===== src/rtl/labft_seq_if.sv =====
// Job and checker-control signals of the LABFT tile sequencer.
// master: host/DMA plus checker side; slave: the sequencer.
interface labft_seq_if #(
  parameter int unsigned tileBits = 8
);
  logic                start;
  logic [tileBits-1:0] num_tiles;
  logic                abort;
  logic [3:0]          error;
  logic                interrupt;
  logic                loadingWeights;
  logic                validInputs;
  logic                validOutputs;
  logic                busy;
  logic [tileBits-1:0] tile_idx;
  logic                tile_done;
  logic                tile_retry;
  logic                done;
  logic                fault;
  logic [3:0]          err_syndrome;

  modport master (
    output start, num_tiles, abort, error,
    input  interrupt, loadingWeights, validInputs, validOutputs, busy, tile_idx,
    input  tile_done, tile_retry, done, fault, err_syndrome
  );

  modport slave (
    input  start, num_tiles, abort, error,
    output interrupt, loadingWeights, validInputs, validOutputs, busy, tile_idx,
    output tile_done, tile_retry, done, fault, err_syndrome
  );
endinterface


===== src/rtl/labft_sequencer.sv =====
// Tile-level sequencer for the LABFT checker: clear/load/stream/drain/output/check per tile,
// then pass, retry or fault. Tile retries exist only when LABFT_SEQ_RETRY_EN is defined.
module labft_sequencer #(
  parameter int unsigned arraySize = 4,
  parameter int unsigned PIPE_LAT  = 7,
  parameter int unsigned CHECK_LAT = 4,
  parameter int unsigned MAX_RETRY = 2,
  parameter int unsigned tileBits  = 8
) (
  input logic        clk,
  input logic        rst,
  labft_seq_if.slave bus
);
  localparam int unsigned MaxAP  = (arraySize > PIPE_LAT) ? arraySize : PIPE_LAT;
  localparam int unsigned MaxLat = (MaxAP > CHECK_LAT) ? MaxAP : CHECK_LAT;
  localparam int unsigned CntW   = $clog2(MaxLat) + 1;
  localparam logic [CntW-1:0] ArrLast  = CntW'(arraySize - 1);
  localparam logic [CntW-1:0] PipeLast = CntW'(PIPE_LAT - 1);
  localparam logic [CntW-1:0] ChkLast  = CntW'(CHECK_LAT - 1);

  typedef enum logic [3:0] {
    StIdle, StClear, StLoad, StStream, StDrain, StOutput, StCheck, StEval, StAbort
  } state_e;

  state_e              state_q, state_d;
  logic [CntW-1:0]     cnt_q;
  logic [tileBits-1:0] num_q, tile_idx_q;
  logic [3:0]          err_acc_q, syn_q;
  logic                fault_q, zero_done_q;
  logic                accept, pass, last_tile, can_retry, finish, eval_go;
  logic                intr, ld_w, vld_in, vld_out, busy, t_done, t_retry, done;

  assign accept    = (state_q == StIdle) && bus.start && !bus.abort;
  assign pass      = (err_acc_q == 4'b0);
  assign last_tile = (tile_idx_q == num_q - 1'b1);
  assign finish    = pass ? last_tile : !can_retry;
  // An abort landing on EVAL suppresses the tile verdict entirely.
  assign eval_go   = (state_q == StEval) && !bus.abort;

`ifdef LABFT_SEQ_RETRY_EN
  localparam int unsigned RetryW = (MAX_RETRY < 1) ? 1 : $clog2(MAX_RETRY + 1);
  logic [RetryW-1:0] retry_q;

  assign can_retry = (retry_q < RetryW'(MAX_RETRY));

  always_ff @(posedge clk or posedge rst) begin
    if (rst) begin
      retry_q <= '0;
    end else if (accept) begin
      retry_q <= '0;
    end else if (eval_go) begin
      if (pass)           retry_q <= '0;
      else if (can_retry) retry_q <= retry_q + 1'b1;
    end
  end
`else
  logic unused_max_retry;
  assign unused_max_retry = (MAX_RETRY != 0);
  assign can_retry        = 1'b0;
`endif

  // State register; the phase counter restarts on every state change.
  always_ff @(posedge clk or posedge rst) begin
    if (rst) begin
      state_q <= StIdle;
      cnt_q   <= '0;
    end else begin
      state_q <= state_d;
      cnt_q   <= (state_d != state_q || state_q == StIdle) ? '0 : cnt_q + 1'b1;
    end
  end

  always_comb begin
    state_d = state_q;
    unique case (state_q)
      StIdle:   if (accept && bus.num_tiles != '0) state_d = StClear;
      StClear:  state_d = StLoad;
      StLoad:   if (cnt_q == ArrLast)  state_d = StStream;
      StStream: if (cnt_q == ArrLast)  state_d = StDrain;
      StDrain:  if (cnt_q == PipeLast) state_d = StOutput;
      StOutput: if (cnt_q == ArrLast)  state_d = StCheck;
      StCheck:  if (cnt_q == ChkLast)  state_d = StEval;
      StEval:   state_d = finish ? StIdle : StClear;
      StAbort:  state_d = StIdle;
      default:  state_d = StIdle;
    endcase
    if (bus.abort && state_q != StIdle && state_q != StAbort) state_d = StAbort;
  end

  always_comb begin
    intr    = 1'b0;
    ld_w    = 1'b0;
    vld_in  = 1'b0;
    vld_out = 1'b0;
    unique case (state_q)
      StClear, StAbort: intr    = 1'b1;
      StLoad:           ld_w    = 1'b1;
      StStream:         vld_in  = 1'b1;
      StOutput:         vld_out = 1'b1;
      default:          ;
    endcase
    busy    = (state_q != StIdle);
    t_done  = eval_go && pass;
    t_retry = eval_go && !pass && can_retry;
    done    = zero_done_q || (eval_go && finish);
  end

  always_ff @(posedge clk or posedge rst) begin
    if (rst) begin
      num_q       <= '0;
      tile_idx_q  <= '0;
      err_acc_q   <= '0;
      syn_q       <= '0;
      fault_q     <= 1'b0;
      zero_done_q <= 1'b0;
    end else begin
      zero_done_q <= accept && (bus.num_tiles == '0);
      if (accept) begin
        num_q      <= bus.num_tiles;
        tile_idx_q <= '0;
        syn_q      <= '0;
        fault_q    <= 1'b0;
      end
      if (state_q == StClear) begin
        err_acc_q <= '0;
      end else if (state_q == StOutput || state_q == StCheck) begin
        err_acc_q <= err_acc_q | bus.error;
      end
      if (eval_go) begin
        if (pass) begin
          tile_idx_q <= tile_idx_q + 1'b1;
        end else begin
          syn_q <= err_acc_q;
          if (!can_retry) fault_q <= 1'b1;
        end
      end
    end
  end

  assign bus.interrupt      = intr;
  assign bus.loadingWeights = ld_w;
  assign bus.validInputs    = vld_in;
  assign bus.validOutputs   = vld_out;
  assign bus.busy           = busy;
  assign bus.tile_idx       = tile_idx_q;
  assign bus.tile_done      = t_done;
  assign bus.tile_retry     = t_retry;
  assign bus.done           = done;
  assign bus.fault          = fault_q;
  assign bus.err_syndrome   = syn_q;
endmodule


===== src/flat_wrapper.sv =====
// flat-port wrapper written by rule: the top's interface ports become plain ports
module labft_sequencer_flat 
#(
  parameter int unsigned arraySize = 4,
  parameter int unsigned PIPE_LAT  = 7,
  parameter int unsigned CHECK_LAT = 4,
  parameter int unsigned MAX_RETRY = 2,
  parameter int unsigned tileBits  = 8
)
  (clk, rst, bus_start, bus_num_tiles, bus_abort, bus_error, bus_interrupt, bus_loadingWeights, bus_validInputs, bus_validOutputs, bus_busy, bus_tile_idx, bus_tile_done, bus_tile_retry, bus_done, bus_fault, bus_err_syndrome);
  labft_seq_if #(.tileBits(tileBits)) bus_i ();
  input logic clk;
  input logic rst;
  input wire logic [$bits(bus_i.start)-1:0] bus_start;
  input wire logic [$bits(bus_i.num_tiles)-1:0] bus_num_tiles;
  input wire logic [$bits(bus_i.abort)-1:0] bus_abort;
  input wire logic [$bits(bus_i.error)-1:0] bus_error;
  output wire logic [$bits(bus_i.interrupt)-1:0] bus_interrupt;
  output wire logic [$bits(bus_i.loadingWeights)-1:0] bus_loadingWeights;
  output wire logic [$bits(bus_i.validInputs)-1:0] bus_validInputs;
  output wire logic [$bits(bus_i.validOutputs)-1:0] bus_validOutputs;
  output wire logic [$bits(bus_i.busy)-1:0] bus_busy;
  output wire logic [$bits(bus_i.tile_idx)-1:0] bus_tile_idx;
  output wire logic [$bits(bus_i.tile_done)-1:0] bus_tile_done;
  output wire logic [$bits(bus_i.tile_retry)-1:0] bus_tile_retry;
  output wire logic [$bits(bus_i.done)-1:0] bus_done;
  output wire logic [$bits(bus_i.fault)-1:0] bus_fault;
  output wire logic [$bits(bus_i.err_syndrome)-1:0] bus_err_syndrome;
  assign bus_i.start = bus_start;
  assign bus_i.num_tiles = bus_num_tiles;
  assign bus_i.abort = bus_abort;
  assign bus_i.error = bus_error;
  assign bus_interrupt = bus_i.interrupt;
  assign bus_loadingWeights = bus_i.loadingWeights;
  assign bus_validInputs = bus_i.validInputs;
  assign bus_validOutputs = bus_i.validOutputs;
  assign bus_busy = bus_i.busy;
  assign bus_tile_idx = bus_i.tile_idx;
  assign bus_tile_done = bus_i.tile_done;
  assign bus_tile_retry = bus_i.tile_retry;
  assign bus_done = bus_i.done;
  assign bus_fault = bus_i.fault;
  assign bus_err_syndrome = bus_i.err_syndrome;
  labft_sequencer #(.arraySize(arraySize), .PIPE_LAT(PIPE_LAT), .CHECK_LAT(CHECK_LAT), .MAX_RETRY(MAX_RETRY), .tileBits(tileBits)) u_core (.clk(clk), .rst(rst), .bus(bus_i));
endmodule

===== config.mk =====
export PLATFORM = sky130hd
export DESIGN_NAME = labft_sequencer_flat
export DESIGN_NICKNAME = d
export VERILOG_FILES = /design/src/rtl/labft_seq_if.sv /design/src/rtl/labft_sequencer.sv /design/src/flat_wrapper.sv
export SDC_FILE = /design/constraint.sdc
export NUM_CORES = 1
export LEC_CHECK = 0
export ABC_CLOCK_PERIOD_IN_PS = 3050
export CAP_MARGIN = 20
export CORE_ASPECT_RATIO = 1.2
export CORE_MARGIN = 3
export CORE_UTILIZATION = 25
export DETAILED_ROUTE_END_ITERATION = 7
export HOLD_SLACK_MARGIN = 0.05
export RECOVER_POWER = 100
export SLEW_MARGIN = 40
export SYNTH_ARGS = -nofsm -noshare
export SYNTH_HDL_FRONTEND = slang
export SYNTH_SLANG_ARGS = --single-unit

===== constraint.sdc =====
create_clock -name clk -period 3.05 [get_ports clk]
set_input_delay 0.61 -clock clk [delete_from_list [all_inputs] [get_ports clk]]
set_output_delay 0.61 -clock clk [all_outputs]
set_load 0.02 [all_outputs]

After elaboration in Yosys (flattened, before gate mapping). Index checks and enable logic that the tools add are counted.

Register bits after elaboration: 34. Input bits: 16. Output and inout bits: 21. Logic and storage cells: 71.

$add $sub $neg: 3. Equal/unequal tests: 13. Muxes and demuxes: 26. Bitwise logic cells: 1. Reductions and logical operators: 20.

Operators by type and width (count): 4-bit 2-to-1 mux (13); 4-bit case mux with 8 select lines (1); 8-bit 2-to-1 mux (3); 4-bit by 3-bit equality test with 1-bit output, second input constant (5); 4-bit by 2-bit equality test with 1-bit output, second input constant (3); 1-bit logical AND (9); 1-bit 2-to-1 mux (9); 8-bit by 1-bit adder with 8-bit output, second input constant (1); 8-bit equality test (1); 4-bit logical NOT (2); 8-bit logical NOT (1); 8-bit nonzero test (1); 8-bit by 1-bit subtractor with 8-bit output, second input constant (1); 4-bit by 1-bit adder with 4-bit output, second input constant (1); 4-bit by 1-bit equality test with 1-bit output, second input constant (1); 4-bit equality test, second input constant (1); 4-bit != test (1); 4-bit != test, second input constant (1); 4-bit bitwise OR (1); 4-bit nonzero test (1); 1-bit logical OR (3); 2-bit nonzero test (1); 2-bit OR reduction (1); 1-bit logical NOT (1).

Depth between registers and ports, before layout. Gate-level depths: netlist of the first run.

Depth after elaboration: 10. Gate-level depth with buffers: 9. Mapped depth without buffers: 8.

Worst setup path after synthesis of the first run. OpenSTA, ideal clock, no wires.

Path kind: register to output. From: reg u_core.num_q[0]. To: out bus_done. Arrival: 1.953 ns. Data required time: 2.440 ns. Setup slack: 0.487 ns. Cell stages (with the launch flop): 9. Buffers on the path: 0. Cells stage by stage: dfrtp_1 -> inv_1 -> ha_1 -> or3b_1 -> nor3_1 -> xnor2_1 -> a2111oi_0 -> o21ai_1 -> nand2b_1.

Word-level cells in the longest chain between the ends: 5.

RTL lines: from (decl) (RTL line labft_sequencer.sv:27) `logic [tileBits-1:0] num_q, tile_idx_q;`; from (signal assigned) (RTL line labft_sequencer.sv:119) `num_q <= bus.num_tiles;`; 8-bit by 1-bit subtractor with 8-bit output (RTL line labft_sequencer.sv:35) `assign last_tile = (tile_idx_q == num_q - 1'b1);`; 8-bit equality test (RTL line labft_sequencer.sv:35); 1-bit 2-to-1 mux (RTL line labft_sequencer.sv:36) `assign finish = pass ? last_tile : !can_retry;`; 1-bit logical AND (RTL line labft_sequencer.sv:105) `done = zero_done_q || (eval_go && finish);`; 1-bit logical OR (RTL line labft_sequencer.sv:105); to (decl) (RTL line flat_wrapper.sv:26) `output wire logic [$bits(bus_i.done)-1:0] bus_done;`.

Every way passes these cells.

Worst setup path in the final report of the first run.
From: in bus_abort. To: out bus_tile_done.

Word-level cells in the longest chain between the ends: 3.

RTL lines: from (decl) (RTL line flat_wrapper.sv:16) `input wire logic [$bits(bus_i.abort)-1:0] bus_abort;`; 1-bit logical NOT (RTL line labft_sequencer.sv:38) `assign eval_go = (state_q == StEval) && !bus.abort;`; 1-bit logical AND (RTL line labft_sequencer.sv:38); 1-bit logical AND (RTL line labft_sequencer.sv:103) `t_done = eval_go && pass;`; to (decl) (RTL line flat_wrapper.sv:24) `output wire logic [$bits(bus_i.tile_done)-1:0] bus_tile_done;`.

Every way passes these cells.

==> results of run 1 <==
-- routing by layer --
metal  vias up  track usage, %
met5         -               0
met4         0            4.06
met3         8            2.77
met2        40            19.9
met1       848            16.1
li1        890               -
-- final timing paths --
path,from,to,slack (ns),cells after the start
min in group asynchronous,rst,u_core.bus.tile_idx[7],1.42,3
setup reg to reg,u_core.err_acc_q[3],u_core.cnt_q[3],0.50,7
hold reg to reg,u_core.bus.err_syndrome[1],u_core.bus.err_syndrome[1],0.50,1
setup / recovery,bus_abort,bus_tile_done,0.17,5
hold / removal,u_core.bus.err_syndrome[1],u_core.bus.err_syndrome[1],0.50,1
max in group asynchronous,rst,u_core.bus.err_syndrome[3],0.57,3
-- sequential cells by signal, summed over array words and instances (netlist names) --
| signal | flops |
|---|---|
| u_core.bus.tile_idx | 8 |
| u_core.bus.fault | 1 |
| u_core.bus.err_syndrome | 4 |
| u_core.state_q | 4 |
| u_core.num_q | 8 |
| u_core.zero_done_q | 1 |
| u_core.cnt_q | 4 |
| u_core.err_acc_q | 4 |
-- power groups by stage --
stage	clock (mW)	combinational, mW	sequential, mW
floorplan	0	0.296	0.550
global placement	0	0.487	0.553
detailed placement	0	0.491	0.557
CTS	0.423	0.502	0.548
global route	0.439	0.566	0.558
finish	0.411	0.503	0.549
-- stage by stage --
step | power [mW] | setup slack [ns] | area [µm²] | std cells | hold slack, ns
after global routing | 1.56 | 0.0299 | 2700 | 366 | 0.530
final | 1.46 | 0.172 | 2700 | 366 | 0.504
after floorplan | 0.847 | 0.487 | 2000 | 221 | 0.484
after global placement | 1.04 | -0.259 | 2580 | 358 | 0.490
after detailed placement | 1.05 | -0.289 | 2580 | 358 | 0.485
after CTS | 1.47 | 0.0204 | 2690 | 366 | 0.511
-- cells by family (layout without fill, tap and decap cells) --
group	Yosys count	count (layout)	synth area share, %
buf+inv	21	74	4.32
flops	34	34	42.6
simple gates	96	96	24.9
mux	4	4	2.00
fa+ha+maj	4	4	2.50
other cells	1	1	0.188
compound gates	45	45	16.5
xor+xnor	16	16	7.01
-- final cells by class --
| type | count | area share [%] |
|---|---|---|
| Clock buffer | 5 | 2.55 |
| Clock inverter | 3 | 1.48 |
| Inverter | 8 | 1.11 |
| Multi-Input combinational cell | 166 | 40.5 |
| Sequential cell | 34 | 31.5 |
| Tap cell | 92 | 4.27 |
| Timing Repair Buffer | 58 | 18.6 |
-- layout by cell type (no fill, tap or decap), types with 5 or more instances in the layout --
cell,netlist,layout
dfrtp_1,34,34
nand2_1,30,30
dlygate4sd3_1,0,20
buf_4,1,19
nor2_1,15,14
clkdlybuf4s50_1,0,14
xnor2_1,10,10
a21oi_1,10,10
o21ai_0,3,9
nor3_1,11,9
nand3_1,8,8
inv_1,7,7
nand2b_1,6,6
xor2_1,6,6
a22o_1,5,5
clkbuf_8,0,5
clkbuf_1,8,5
-- timing repair --
action / 4_1_cts / 5_1_grt
setup buffers: 0 / 0
gates resized for setup: 6 / 5
hold buffers: 0 / 0
setup endpoints to repair: 1 / 2
pin swaps: 1 / 2
==> results.md, run 1 <==
- Sequential element share of the synthesized area: a little over two fifths
- Global Route Usage Sum: ~12%
- Yosys reg bits: 34
- Clock latency on the worst-skew pair: just under 0.3 ns
- Violated checks: capacitance limit, slew limit
- TritonCTS Buffers: 5
- Cell variety after synth: 48
- Path class of the lowest-slack min-delay path: register to register
- Vias in the first global route: about 1800
- Setup_tns: 0 ns
- Final global-route overflow total: 0
- Die width: slightly below 90 µm
- Library cell with the largest summed area after synthesis: dfrtp_1
- Proportion of power drawn by combinational gates: 34.4%
- Vertical die dimension: 104 µm
- Mapped Nets: 241
- # diodes: 0
- Total length of routed met2 wires: 2540 µm
- Most repeated cell in the gate-level netlist after synthesis: dfrtp_1
- Commonest cells in the synthesized netlist: dfrtp_1, nand2_1, nor2_1
- Maximum net fanout on the critical path: 3
- Via count: 1786
- Maximum ir drop on the vdd rail: between 0.15 and 0.2 mV
- Gate count after technology mapping: between 200 and 250
- Boundary Pins: 37
- Largest net degree at the start of global routing: 35
- Synth warn: 0
- Overall routed net length: about 5100 µm
- HPWL after DPL: 3870 µm
- Path type of the worst setup path: input port to output port
- Average footprint of a synthesized cell: between 9 and 10 µm²
- Met1 wire length: approximately 2300 µm
- Antenna violations before repair: 0
- Crit-path max cell delay: 0.60 ns
- Portion of synthesized cell area occupied by the leading cell type: a little over two fifths
- Timing-limited maximum frequency: ~350 MHz
- Psw: around 0.49 mW
- Starting Density: around a quarter
- Cell internal power dissipation: 0.977 mW
- Register area: ~850 µm²
- Critical path data arrival time: approximately 2.3 ns
- CP Launch Type: input port
- Clock buffer depth: 2
- Number of iterations in the first detailed-routing pass: 4
- Fin Clk Skew: ~0.0043 ns
- Number of pins exceeding their max-slew limit in the final report: 35
- H-tree depth reported by CTS: 2
- DR WL met3: 204 µm
- Number of vias per cell: around 4.9
- Max-Cap Viols: 1
- Worst path bufs/invs: 3
- Area occupied by multi-input gates: 1090 µm²
- DRC violations left: 0
- Asr flop ratio synth: between 90% and 100%
- Minimum clock period after layout: ~2.9 ns
- Relative slew margins: -22.9%
- Wire per inst: about 14 µm
- Critical Path RT: about 2.4 ns
- Switching part of the total: around 33%
- Synthesized cell area: roughly 2000 µm²
- Detailed router's first-iteration violation count: 74
- Clock tree root buffer cell: clkbuf_8
- Critical Path Sink Type: output port
- Final hold violation count: 0
- PortBufs: 35
- Leading cell types by total area after synthesis: dfrtp_1, nand2_1, xnor2_1, nor2_1, nor3_1
- Area enclosed by the die boundary: slightly above 9000 µm²
- RSZ-0062 raised after global routing: no
- Outcome: finished, violations left
- Portion of total power attributed to the clock network: 28.1%
- Total number of nets in the final design: roughly 290
- Cell row count: 35
- Number of nets with antenna violations after routing: 0
- Routability-driven placement congestion ratio: approximately 0.81
- Final setup violation count: 0
- Flip-flop cell with the highest count after synthesis: dfrtp_1
- Clock tree from TritonCTS: done
- Layout area overhead: 35.0%
- Fillcell total: between 700 and 800
- Clock slew at the register clock pins of the worst setup and hold paths: 0.07 ns
- Top layer reached by signal wires: met4
- Transition time of the tightest slew-check pin: between 1.5 and 2 ns
- Final critical-path share of the clock period: a little over nine tenths
- Power per cell area: 542 nW/µm²
- Critical path's top delay family: buffers and inverters
- Leakage: around 1.2 nW
- Chain of cells forming the critical path: dlygate4sd3_1 > nor3_2 > nand2b_1 > clkinv_1 > clkdlybuf4s50_1
- Cell with the largest stage delay on the worst path: clkdlybuf4s50_1
- Proportion of layout cells with a drive suffix above 1: 12.4%
- Number of flops mapped to enable cells by yosys: 0
- Fin util: 35.0%
- Global-route wire length before repair: roughly 9000 µm
- Sinks on Clock Net: 34
- Core Box Area: ~7700 µm²
- Share of power burned in registers: between 30% and 40%
No activity file was read; power rests on OpenSTA's default activity.
==> run 2, diff against run 1 <==
- SKIP_LAST_GASP: not set -> 1
==> results.md, run 2 (synthesis gave the netlist of run 1 again) <==
- Starting Density: 25.9% (unchanged)
- Overall routed net length: 5130 µm (about the same)
- Total number of nets in the final design: 293 (unchanged)
- Share of power burned in registers: 37.5% (about the same)
- RSZ-0062 raised after global routing: yes
- Boundary Pins: 37 (unchanged)
- HPWL after DPL: 3870 µm (unchanged)
- Wire per inst: 14.0 µm (about the same)
- Relative slew margins: -22.9% (-0.030 points)
- Critical path data arrival time: 2.28 ns (about the same)
- Number of buffers added to fix hold violations after cts: 0 (unchanged)
- Via count: 1781 (-0.28%)
- Routability-driven placement congestion ratio: 0.812 (unchanged)
- PortBufs: 35 (unchanged)
- Die width: 87.6 µm (unchanged)
- Number of nets with antenna violations after routing: 0 (unchanged)
- Hold Slack: 0.504 ns (-0.0000770 ns)
- Power per cell area: 542 nW/µm² (about the same)
- DRC violations left: 0 (unchanged)
- Start point of the worst min-delay path: u_core.bus.err_syndrome[1]
- Global-route wire length before repair: 9030 µm (unchanged)
- Sinks on Clock Net: 34 (unchanged)
- Psw: 0.486 mW (about the same)
- Detailed router's first-iteration violation count: 74 (unchanged)
- TritonCTS Buffers: 5 (unchanged)
- Outcome: finished, violations left
- Max-Cap Viols: 1 (unchanged)
- Fin util: 35.0% (about the same)
- Area enclosed by the die boundary: 9110 µm² (unchanged)
- Count of non-filler cells in the finished layout: 366 (unchanged)
- DR WL met3: 188 µm (-7.8%)
- Vias in the first global route: 1794 (unchanged)
- Hold path cells: 1 (unchanged)
- Total length of routed met2 wires: 2520 µm (-0.63%)
- Clock buffer depth: 2 (unchanged)
- Portion of total power attributed to the clock network: 28.1% (about the same)
- Met1 wire length: 2330 µm (+1.3%)
- Core Box Area: 7710 µm² (unchanged)
- Global Route Usage Sum: 12.3% (unchanged)
- Leakage: 1.22 nW (about the same)
- Final global-route overflow total: 0 (unchanged)
- Path type of the worst setup path: register to output port
- Fin Clk Skew: 0.00429 ns (+0.000000110 ns)
- Maximum net fanout on the critical path: 3 (unchanged)
- Clock latency on the worst-skew pair: 0.29 ns (about the same)
- Setup ws final: 0.162 ns (-0.00998 ns)
- Minimum clock period after layout: 2.89 ns (+0.00998 ns)
- Switching part of the total: 33.2% (about the same)
- Final critical-path share of the clock period: 94.7% (+0.33 points)
- Violated checks: capacitance limit, slew limit
- Antenna violations before repair: 0 (unchanged)
- Number of iterations in the first detailed-routing pass: 4 (unchanged)
- H-tree depth reported by CTS: 2 (unchanged)
- Layout area overhead: 34.9% (about the same)
- Setup slack on the worst flop-to-flop path: 0.50 ns (about the same)
- Critical Path Sink Type: output port
- Maximum ir drop on the vdd rail: 0.194 mV (about the same)
- Top layer reached by signal wires: met4
- Setup_tns: 0 ns (unchanged)
- Clock tree root buffer cell: clkbuf_8
- Cell row count: 35 (unchanged)
- Hold-critical path endpoint: u_core.bus.err_syndrome[1]
- Commonest non-fill, non-tap cells in the layout: dfrtp_1, nand2_1, dlygate4sd3_1
- DP Worst Slack: -0.289 ns (unchanged)
- Largest net degree at the start of global routing: 35 (unchanged)
- Path class of the lowest-slack min-delay path: register to register
- CP Launch Type: register
- Number of pins exceeding their max-slew limit in the final report: 35 (unchanged)
- Clock slew at the register clock pins of the worst setup and hold paths: 0.07 ns (about the same)
- Proportion of layout cells with a drive suffix above 1: 12.4% (unchanged)
- Proportion of power drawn by combinational gates: 34.4% (about the same)
- Vertical die dimension: 104 µm (unchanged)
- Cell internal power dissipation: 0.977 mW (about the same)
- Most common cell after layout, fill and taps aside: dfrtp_1
- Number of placed instances, taps included: 358 (unchanged)
- Startpoint of the most critical register-to-register path: u_core.err_acc_q[3]
- Number of vias per cell: 4.87 (-0.28%)
- Final hold violation count: 0 (unchanged)
- Transition time of the tightest slew-check pin: 1.84 ns (+0.000444 ns)
- # diodes: 0 (unchanged)
- Critical register-to-register path endpoint: u_core.cnt_q[3]
- Timing-limited maximum frequency: 346 MHz (-0.35%)
- Critical Path RT: 2.44 ns (about the same)
- Clock tree from TritonCTS: done
- Worst reg2reg path depth: 7 (unchanged)
- Final setup violation count: 0 (unchanged)
==> run 2: cell counts in the layout (fill, tap and decap cells not counted) <==
No cell type changed its count.
==> run 2: per-stage QoR <==
stage / power (mW) / cell area (µm²)
5_1_grt: 1.56 / 2700
2_1_floorplan: 0.847 / 2000
3_5_place_dp: 1.05 / 2580
4_1_cts: 1.47 / 2690
3_3_place_gp: 1.04 / 2580
6_report: 1.46 / 2700
==> run 2: cell type report <==
type / count / area, µm²
clock buffer: 5 / 68.8
multi-input combinational: 166 / 1090
timing repair buffer: 58 / 499
clock inverter: 3 / 40.0
tap: 92 / 115
inverter: 8 / 30.0
fill: 788 / 5010
sequential: 34 / 851
==> run 2: power groups by stage <==
stage,clock [mW],sequential (mW),combinational [mW]
2_1_floorplan,0,0.550,0.296
3_3_place_gp,0,0.553,0.487
3_5_place_dp,0,0.557,0.491
4_1_cts,0.423,0.548,0.502
5_1_grt,0.439,0.558,0.566
6_report,0.410,0.549,0.503
==> run 2: per-layer routing <==
metal | vias up | track usage, %
met4 | 0 | 4.06
met3 | 8 | 2.77
met5 | - | 0
met1 | 848 | 16.1
met2 | 35 | 19.9
li1 | 890 | -
==> run 2: repair_timing <==
action | in CTS | in global routing
pin swaps | 1 | 2
setup endpoints to repair | 1 | 2
setup buffers | 0 | 0
gates resized for setup | 6 | 4
==> run 2: worst max-delay path by stage <==
stage,slack [ns],cells after the start,endpoint,startpoint
finish,0.16,7,bus_done,u_core.num_q[0]
floorplan,0.49,8,bus_done,u_core.num_q[0]
global route,0.02,7,bus_done,u_core.num_q[0]
CTS,0.02,7,bus_done,u_core.num_q[0]
global placement,-0.26,7,bus_done,u_core.num_q[0]
detailed placement,-0.29,7,bus_done,u_core.num_q[0]
==> run 2: critical path, stage by stage (launching register included) <==
cell	delay, ns
dfrtp_1	0.39
or4_4	0.57
a2111oi_4	0.22
nor2_2	0.11
a2111oi_4	0.35
o21ai_1	0.09
nand2b_1	0.09
buf_2	0.16
==> run 3, diff against run 2 <==
- CORE_MARGIN: 3 -> not set
- MAX_ROUTING_LAYER: not set -> met4
==> results.md, run 3 (synthesis gave the netlist of run 1 again) <==
- Outcome: finished, violations left
- Violated checks: capacitance limit, slew limit
- Via count: 1800 (+1.1%)
- Max-Cap Viols: 1 (unchanged)
- Sinks on Clock Net: 34 (unchanged)
- Clock latency on the worst-skew pair: 0.30 ns (about the same)
- Critical Path RT: 2.44 ns (about the same)
- Critical Path Source: bus_abort
- Transition time of the tightest slew-check pin: 1.91 ns (+0.0624 ns)
- Path type of the worst setup path: input port to output port
- Path class of the lowest-slack min-delay path: register to register
- Start point of the worst min-delay path: u_core.bus.err_syndrome[2]
- Post-detailed-placement cell area: 2560 µm² (-0.87%)
- Critical Path Sink Type: output port
- Number of vias per cell: 4.96 (+1.9%)
- Area enclosed by the die boundary: 8360 µm² (-8.2%)
- Detailed router's first-iteration violation count: 88 (+19%)
- H-tree depth reported by CTS: 2 (unchanged)
- Wire per inst: 14.1 µm (+0.75%)
- Worst path bufs/invs: 4 (+3)
- Leakage: 1.20 nW (-1.4%)
- Global Route Usage Sum: 13.5% (+1.1 points)
- Number of placed instances, taps included: 355 (-0.84%)
- Number of pins exceeding their max-slew limit in the final report: 35 (unchanged)
- Fin util: 34.5% (-0.52 points)
- Commonest non-fill, non-tap cells in the layout: dfrtp_1, nand2_1, dlygate4sd3_1
- Most common cell after layout, fill and taps aside: dfrtp_1
- Number of buffers added for setup after CTS: 0 (unchanged)
- Final standard cell area without fillers: 2660 µm² (-1.5%)
- Largest net degree at the start of global routing: 35 (unchanged)
- Power per cell area: 547 nW/µm² (+0.83%)
- Layout area overhead: 32.9%
- Final critical-path share of the clock period: 97.0% (+2.3 points)
- Maximum net fanout on the critical path: 8 (+5)
- Clock tree root buffer cell: clkbuf_8
- Crit-path max cell delay: 0.60 ns (+0.03 ns)
- Vertical die dimension: 100 µm (-3.8%)
- TritonCTS Buffers: 5 (unchanged)
- Clock tree from TritonCTS: done
- Maximum ir drop on the vdd rail: 0.191 mV (-1.5%)
- Routability-driven placement congestion ratio: 0.788 (-3.0%)
- Setup ws final: 0.0923 ns (-0.0698 ns)
- # diodes: 0 (unchanged)
- Minimum clock period after layout: 2.96 ns (+0.0698 ns)
- CP Launch Type: input port
- Cell row count: 35 (unchanged)
- Cell with the largest stage delay on the worst path: clkdlybuf4s50_1
- Core Box Area: 7710 µm² (unchanged)
- Final hold violation count: 0 (unchanged)
- Proportion of layout cells with a drive suffix above 1: 9.96% (-2.4 points)
- Number of iterations in the first detailed-routing pass: 4 (unchanged)
- Fin Clk Skew: 0.0136 ns (+0.00936 ns)
- Timing-limited maximum frequency: 338 MHz (-2.4%)
- Chain of cells forming the critical path: dlygate4sd3_1 > nor3_1 > buf_4 > nand2b_1 > inv_1 > clkdlybuf4s50_1
- PortBufs: 35 (unchanged)
- DP Worst Slack: -0.0304 ns (+0.259 ns)
- Relative slew margins: -27.1% (-4.2 points)
- Clock buffer depth: 2 (unchanged)
- Final setup violation count: 0 (unchanged)
- Total chip power: 1.45 mW (-0.67%)
- Startpoint of the most critical register-to-register path: u_core.err_acc_q[3]
- HPWL after DPL: 3800 µm (-1.8%)
- Fillcell total: 793 (+0.63%)
- Antenna violations before repair: 0 (unchanged)
- Number of nets with antenna violations after routing: 0 (unchanged)
- DRC violations left: 0 (unchanged)
- Count of non-filler cells in the finished layout: 363 (-0.82%)
- Vias in the first global route: 1799 (+0.28%)
- Boundary Pins: 37 (unchanged)
- Overall routed net length: 5130 µm (about the same)
- Die width: 83.6 µm (-4.6%)
- Number of buffers added to fix hold violations after cts: 0 (unchanged)
- Global-route wire length before repair: 8620 µm (-4.6%)
- Clock slew at the register clock pins of the worst setup and hold paths: 0.08 ns (about the same)
- Critical path data arrival time: 2.35 ns (+0.07 ns)
- Starting Density: 25.9% (unchanged)
- Final global-route overflow total: 0 (unchanged)
- Critical path's top delay family: buffers and inverters
- Total number of nets in the final design: 290 (-1.0%)
## run 3: changes by cell type in the layout (fill, tap and decap cells not counted), moves of 2 or more
cell / change
buf_4: -4
clkbuf_1: +3
nor3_2: -2
clkinv_2: -2
## run 3: area by class of cell
class / count / area (µm²) / share of cell area, %
Clock inverter: 1 / 30.0 / 1.13
Sequential cell: 34 / 851 / 32.0
Multi-Input combinational cell: 166 / 1080 / 40.7
Tap cell: 92 / 115 / 4.33
Clock buffer: 7 / 76.3 / 2.87
Inverter: 8 / 30.0 / 1.13
Timing Repair Buffer: 55 / 473 / 17.8
## run 3: final timing paths
check / to / slack (ns) / cells past startpoint
max reg2reg: u_core.cnt_q[3] / 0.45 / 7
max in group asynchronous: u_core.num_q[3] / 0.51 / 3
min: u_core.bus.err_syndrome[2] / 0.51 / 1
max: bus_tile_done / 0.09 / 6
min reg2reg: u_core.bus.err_syndrome[2] / 0.51 / 1
min in group asynchronous: u_core.bus.tile_idx[5] / 1.42 / 3
## run 3: metrics by stage
step	hold WS, ns	setup TNS [ns]
6_report	0.510	0
5_1_grt	0.526	-0.0498
4_1_cts	0.515	0
3_5_place_dp	0.495	-0.0304
3_3_place_gp	0.491	-0.0385
2_1_floorplan	0.484	0
## run 3: where the power goes
group / total (mW) / switching [mW] / leakage (nW) / internal, mW
Combinational: 0.474 / 0.241 / 0.686 / 0.233
Clock: 0.420 / 0.176 / 0.0524 / 0.245
Sequential: 0.559 / 0.0636 / 0.461 / 0.495
## run 3: timing repair
item | CTS | global route
setup endpoints to repair | 1 | 1
cloned | 0 | 0
resized for setup | 4 | 5
pin swaps | 0 | 1
## run 3: routing by layer
metal  track usage [%]  routed length (µm)  vias to the layer above
met1              16.0                2290                      875
li1                  -                   -                      884
met4              4.30                  79                        0
met3              2.55                 161                        8
met5                 -                   0                        -
met2              23.1                2590                       33
## run 3: worst reg2reg max path, stage by stage, from the launching register on
cell      delay (ns)
dfrtp_1         0.41
or4_1           0.63
nand2b_1        0.22
inv_1           0.08
clkbuf_1        0.28
o31a_1          0.37
or2_0           0.33
o21ai_0         0.14
==> variant 1, RTL diff (settings of run 3) <==
Re-encode `state_e` (9 states) as one-hot, 9 bits wide.
--- a/src/rtl/labft_sequencer.sv
+++ b/src/rtl/labft_sequencer.sv
@@ -19,6 +19,6 @@
   localparam logic [CntW-1:0] ChkLast  = CntW'(CHECK_LAT - 1);
 
-  typedef enum logic [3:0] {
-    StIdle, StClear, StLoad, StStream, StDrain, StOutput, StCheck, StEval, StAbort
+  typedef enum logic [8:0] {
+    StIdle = 9'b000000001, StClear = 9'b000000010, StLoad = 9'b000000100, StStream = 9'b000001000, StDrain = 9'b000010000, StOutput = 9'b000100000, StCheck = 9'b001000000, StEval = 9'b010000000, StAbort = 9'b100000000
   } state_e;
 
Formal check against the unedited RTL: no difference found for any inputs over 10 cycles, from zero or initial values and one cycle with rst high; not proved beyond that.
==> variant 1 against run 3 <==
  * Maximum frequency is 0.87% higher
  * Utilization down 0.13 points
  * Sequential cell count is 5 higher
  * Cell area increased by 19%
  * Wire length rose by 26%
  * Register-to-register slack worse by 150 ps
  * Via count increased by 20%
  * Synthesized area increased by 20%
  * Setup slack improved by 26 ps
Power is not compared: it rests on default switching activity, and its combinational part moved more than twofold at a synthesized area within 25%.
==> variant 1: results (changes against run 3) <==
fmax - 341 MHz (+0.87%)
DP HPWL - 4.87 mm (+28%)
Post-Synthesis Mean Instance Area - 9.01 µm² (-0.39%)
Root Driver - clkbuf_8
Slew Limit Headroom - 0.323 (+0.594)
Syn Nets - 287 (+19%)
Port-buffer cells - 35 (unchanged)
Setup Fix Bufs, Post-CTS - 0 (unchanged)
most frequent cells after synthesis - nand2_1, dfrtp_1, nor2_1
max incr delay on CP - 600 ps (about the same)
reg-to-reg startpoint - u_core.state_q[0]
run status - finished, final reports clean
CP Max Fanout - 15 (+7)
WL/cell - 14.6 µm (+3.1%)
fin nets - 344 (+19%)
Via density - 4.84 (-2.3%)
1st-iter DRT viols - 83 (-5.7%)
dpl cells - 437 (+23%)
cts bufs inserted - 5 (unchanged)
vias in the first global route - 2109 (+17%)
hold path endpoint - u_core.bus.fault
GPL Wtd Cong - 0.890 (+13%)
Hold Path Stages - 1 (unchanged)
initial antenna violation count - 0 (unchanged)
# H-tree levels - 2 (unchanged)
Final Non-Filler Cells - 445 (+23%)
asr flop ratio synth - 1.00 (unchanged)
Synth area leaders - dfrtp_1, nand2_1, nor2_1
part of the Yosys area used for sequential elements - 0.406 (-0.0194)
leakage power - 1.47 nW
dpl ws - -66.5 ps (-36.1 ps)
Synth cell types - 60 (+25%)
Crit-path slowest cell - clkdlybuf4s50_1
setup slack, reg-to-reg - 300 ps (-150 ps)
crit path DAT - 2320 ps (-30 ps)
most flop-heavy register - u_core.state_q
Worst Hold Launch - u_core.bus.fault
drt pass-1 iters - 4 (unchanged)
largest net degree at the start of global routing - 40 (+14%)
worst reg2reg path endpoint - u_core.bus.tile_idx[5]
Worst Skew - 7.16 ps (-6.49 ps)
Main synth FF type - dfrtp_1
All-Layer GR Usage - 0.137 (+0.00216)
Register-to-Register Path Depth - 8 (+1)
layout cells sized above 1 - 0.148 (+0.0481)
first-pass GRT wire length - 10.4 mm (+21%)
-- variant 1: cell count changes after synthesis, sizes merged, moves of 4 or more --
cell and delta:
a21o +4, buf +4, dfrtp +4, nand2 +11, nand2b -4, nand3 +4, nor2 +8, nor3b +4
o2111ai -4
-- variant 1: repair_timing --
action | CTS | global route
pin swaps | 0 | 2
endpoints found under the hold margin | 0 | 0
resized for setup | 3 | 10
endpoints found under the setup margin | 3 | 3
-- variant 1: worst max-delay path, delay by kind of cell, from the launching register on --
| family | cells | cell delay (ps) |
|---|---|---|
| simple gates | 2 | 750 |
| compound gates | 1 | 140 |
| buf+inv | 1 | 600 |
| flops | 1 | 540 |
-- variant 1: worst max-delay path by stage --
| stage | from | end | cells after the start |
|---|---|---|---|
| detailed placement | u_core.num_q[2] | bus_done | 7 |
| floorplan | u_core.num_q[2] | bus_done | 7 |
| global route | u_core.num_q[2] | bus_done | 7 |
| finish | u_core.state_q[0] | bus_interrupt | 4 |
| global placement | u_core.num_q[2] | bus_done | 7 |
| CTS | u_core.num_q[2] | bus_done | 7 |
-- variant 1: kinds of logic after synthesis --
kind of cell    after synthesis  synth area share
simple gates                128             0.285
compound gates               53             0.167
flops                        39             0.406
buf+inv                      23            0.0478
xor+xnor                     16            0.0582
fa+ha+maj                     4            0.0208
mux                           3            0.0130
other cells                   1           0.00156
-- variant 1: final cells by class --
| cell class | count | area, µm² |
|---|---|---|
| Multi-Input combinational cell | 205 | 1330 |
| Clock inverter | 3 | 43.8 |
| Timing Repair Buffer | 64 | 544 |
| Inverter | 9 | 33.8 |
| Fill cell | 943 | 6030 |
| Sequential cell | 39 | 977 |
| Clock buffer | 5 | 68.8 |
| Tap cell | 120 | 150 |
-- variant 1: where the power goes --
part,internal [mW],switching [mW]
combinational,0.444,0.578
clock,0.244,0.203
sequential,0.592,0.0721
-- variant 1: metrics by stage --
step / util / instance area (µm²) / hold slack (ps) / setup TNS [ps]
global placement: 0.332 / 3040 / 475 / -55.0
floorplan: - / 2410 / 459 / 0
global route: 0.343 / 3150 / 532 / 0
finish: 0.343 / 3150 / 498 / 0
CTS: 0.345 / 3170 / 512 / -138
detailed placement: 0.332 / 3040 / 493 / -66.5
-- variant 1: routing by layer --
layer | part of all wire | vias to the layer above | routed length [µm] | track usage
met2 | 0.52 | 45 | 3390 | 0.248
met4 | 0.011 | 0 | 72 | 0.0408
li1 | - | 1070 | - | -
met5 | 0 | - | 0 | -
met1 | 0.44 | 1033 | 2830 | 0.155
met3 | 0.028 | 8 | 181 | 0.0235
==> variant 2, RTL diff (flow settings as in run 3) <==
Without the edit above. `CHECK_LAT` is set to 4 in 2 places; all go to 16.
--- a/src/rtl/labft_sequencer.sv
+++ b/src/rtl/labft_sequencer.sv
@@ -4,5 +4,5 @@
   parameter int unsigned arraySize = 4,
   parameter int unsigned PIPE_LAT  = 7,
-  parameter int unsigned CHECK_LAT = 4,
+  parameter int unsigned CHECK_LAT = 16,
   parameter int unsigned MAX_RETRY = 2,
   parameter int unsigned tileBits  = 8
--- a/src/flat_wrapper.sv
+++ b/src/flat_wrapper.sv
@@ -4,5 +4,5 @@
   parameter int unsigned arraySize = 4,
   parameter int unsigned PIPE_LAT  = 7,
-  parameter int unsigned CHECK_LAT = 4,
+  parameter int unsigned CHECK_LAT = 16,
   parameter int unsigned MAX_RETRY = 2,
   parameter int unsigned tileBits  = 8
Check against the original RTL: same outputs for any inputs over 10 cycles, from zero or initial values and one cycle with rst high; that may be too few to reach the edited logic, so the function may still have changed.
==> variant 2 against run 3 <==
  * The run ends with design-rule violations, max-capacitance violations, max-slew violations left
  * Synthesized area is 0.94% higher
  * Total power shrank 10%
  * Wire length shrank 7.7%
  * Utilization shrank 0.81 points
  * Setup slack better by 69 ps
  * Global-route usage down 1.2 points
  * Cell area decreased by 1.8%
  * Sequential cell count grew 1
  * Critical path type unchanged
  * Largest power group unchanged
==> variant 2: results (changes against run 3) <==
MaxCap Viol Count - 1 (unchanged)
filler cell count - 819 (+3.3%)
Sw Share - 0.331 (+0.000680)
All-Layer GR Usage - 0.123 (-0.0118)
cts bufs inserted - 5 (unchanged)
cell family with most CP delay - buffers and inverters
GPL Wtd Cong - 0.797 (+1.2%)
drt pass-1 iters - 6 (+2)
DRC Markers - 6 (+6)
DP HPWL - 3.54 mm (-6.8%)
vias in the first global route - 1699 (-5.6%)
leakage power - 1.20 nW (about the same)
Synth cell types - 51 (+6.3%)
Clock Pin Slew Worst Setup and Hold Paths - 70 ps
placed cell area - 2540 µm² (-0.83%)
Syn Nets - 240 (-0.41%)
largest net degree at the start of global routing - 36 (+2.9%)
crit path DAT - 2280 ps (-70 ps)
register area - 876 µm² (+2.9%)
layout cells sized above 1 - 0.109 (+0.00939)
Synth area leaders - dfrtp_1, nand2_1, a21oi_1
failing checks - design-rule violations, max-capacitance violations, max-slew violations
fin nets - 287 (-1.0%)
worst skew pair latency - 280 ps (-20 ps)
1st-iter DRT viols - 69 (-22%)
# H-tree levels - 2 (unchanged)
n_diodes - 0 (unchanged)
Slew @ Worst Pin - 1900 ps (-9.46 ps)
VDD IR max - 171 µV (-11%)
WL/cell - 13.2 µm (-6.5%)
Via density - 4.72 (-4.9%)
part of the Yosys area used for sequential elements - 0.434 (+0.00844)
Min-Delay Path Class - reg -> reg
first-pass GRT wire length - 7.99 mm (-7.3%)
Slew Limit Fails - 36 (+2.9%)
Worst Skew - 7.38 ps (-6.27 ps)
run status - finished with violations
most frequent cells after synthesis - dfrtp_1, nand2_1, nor2_1
CP Max Fanout - 6 (-2)
## variant 2: final cells by class
class                      instances  share of cell area
tap                               92              0.0441
inverter                           8              0.0115
clock inverter                     1             0.00192
clock buffer                       6              0.0317
sequential                        35               0.336
multi-input combinational        166               0.405
timing repair buffer              50               0.170
## variant 2: routing by layer
| layer | up-vias | GRT usage | part of all wire |
|---|---|---|---|
| met5 | - | - | 0 |
| met4 | 0 | 0.0650 | 0.019 |
| met3 | 6 | 0.0222 | 0.033 |
| met2 | 29 | 0.197 | 0.48 |
| met1 | 800 | 0.147 | 0.47 |
| li1 | 854 | - | - |
## variant 2: cells by family (layout without fill, tap and decap cells)
kind of cell / after synthesis / count (layout) / share of synthesized area
xor gates and xnor gates: 16 / 16 / 0.0694
adders and majority gates: 5 / 5 / 0.0310
muxes: 6 / 6 / 0.0298
DFF: 35 / 35 / 0.434
other: 1 / 1 / 0.00186
and+or+nand+nor: 96 / 96 / 0.255
buffers and inverters: 18 / 65 / 0.0403
AOI/OAI and AO/OA: 42 / 42 / 0.138
## variant 2: path summary, 6_finish.rpt
| check | from | to | slack [ps] | cells past startpoint |
|---|---|---|---|---|
| worst max-delay path | bus_abort | bus_tile_done | 160 | 5 |
| worst min-delay path | u_core.cnt_q[0] | u_core.cnt_q[0] | 480 | 1 |
| worst max register to register | u_core.state_q[1] | u_core.bus.err_syndrome[1] | 730 | 7 |
| worst min register to register | u_core.cnt_q[0] | u_core.cnt_q[0] | 480 | 1 |
| max in group asynchronous | rst | u_core.num_q[3] | 510 | 3 |
| min in group asynchronous | rst | u_core.err_acc_q[3] | 1440 | 3 |
## variant 2: metrics by stage
stage	std cells	setup slack, ps	total power [mW]
2_1_floorplan	219	562	0.843
3_3_place_gp	350	59.2	0.966
3_5_place_dp	350	8.91	0.978
4_1_cts	357	15.1	1.32
5_1_grt	358	40.1	1.39
6_report	358	161	1.31
## variant 2: timing repair
action | 4_1_cts | 5_1_grt
setup buffers | 0 | 1
endpoints found under the hold margin | 0 | 0
gates cloned | 0 | 0
setup endpoints to repair | 1 | 1
gates resized for setup | 3 | 3
pin swaps | 0 | 0
## variant 2: power groups by stage
stage / Sequential [mW] / Clock (mW) / Combinational [mW]
after floorplan: 0.562 / 0 / 0.281
after global placement: 0.575 / 0 / 0.391
after detailed placement: 0.579 / 0 / 0.399
after CTS: 0.569 / 0.352 / 0.400
after global routing: 0.578 / 0.362 / 0.447
final: 0.569 / 0.332 / 0.405
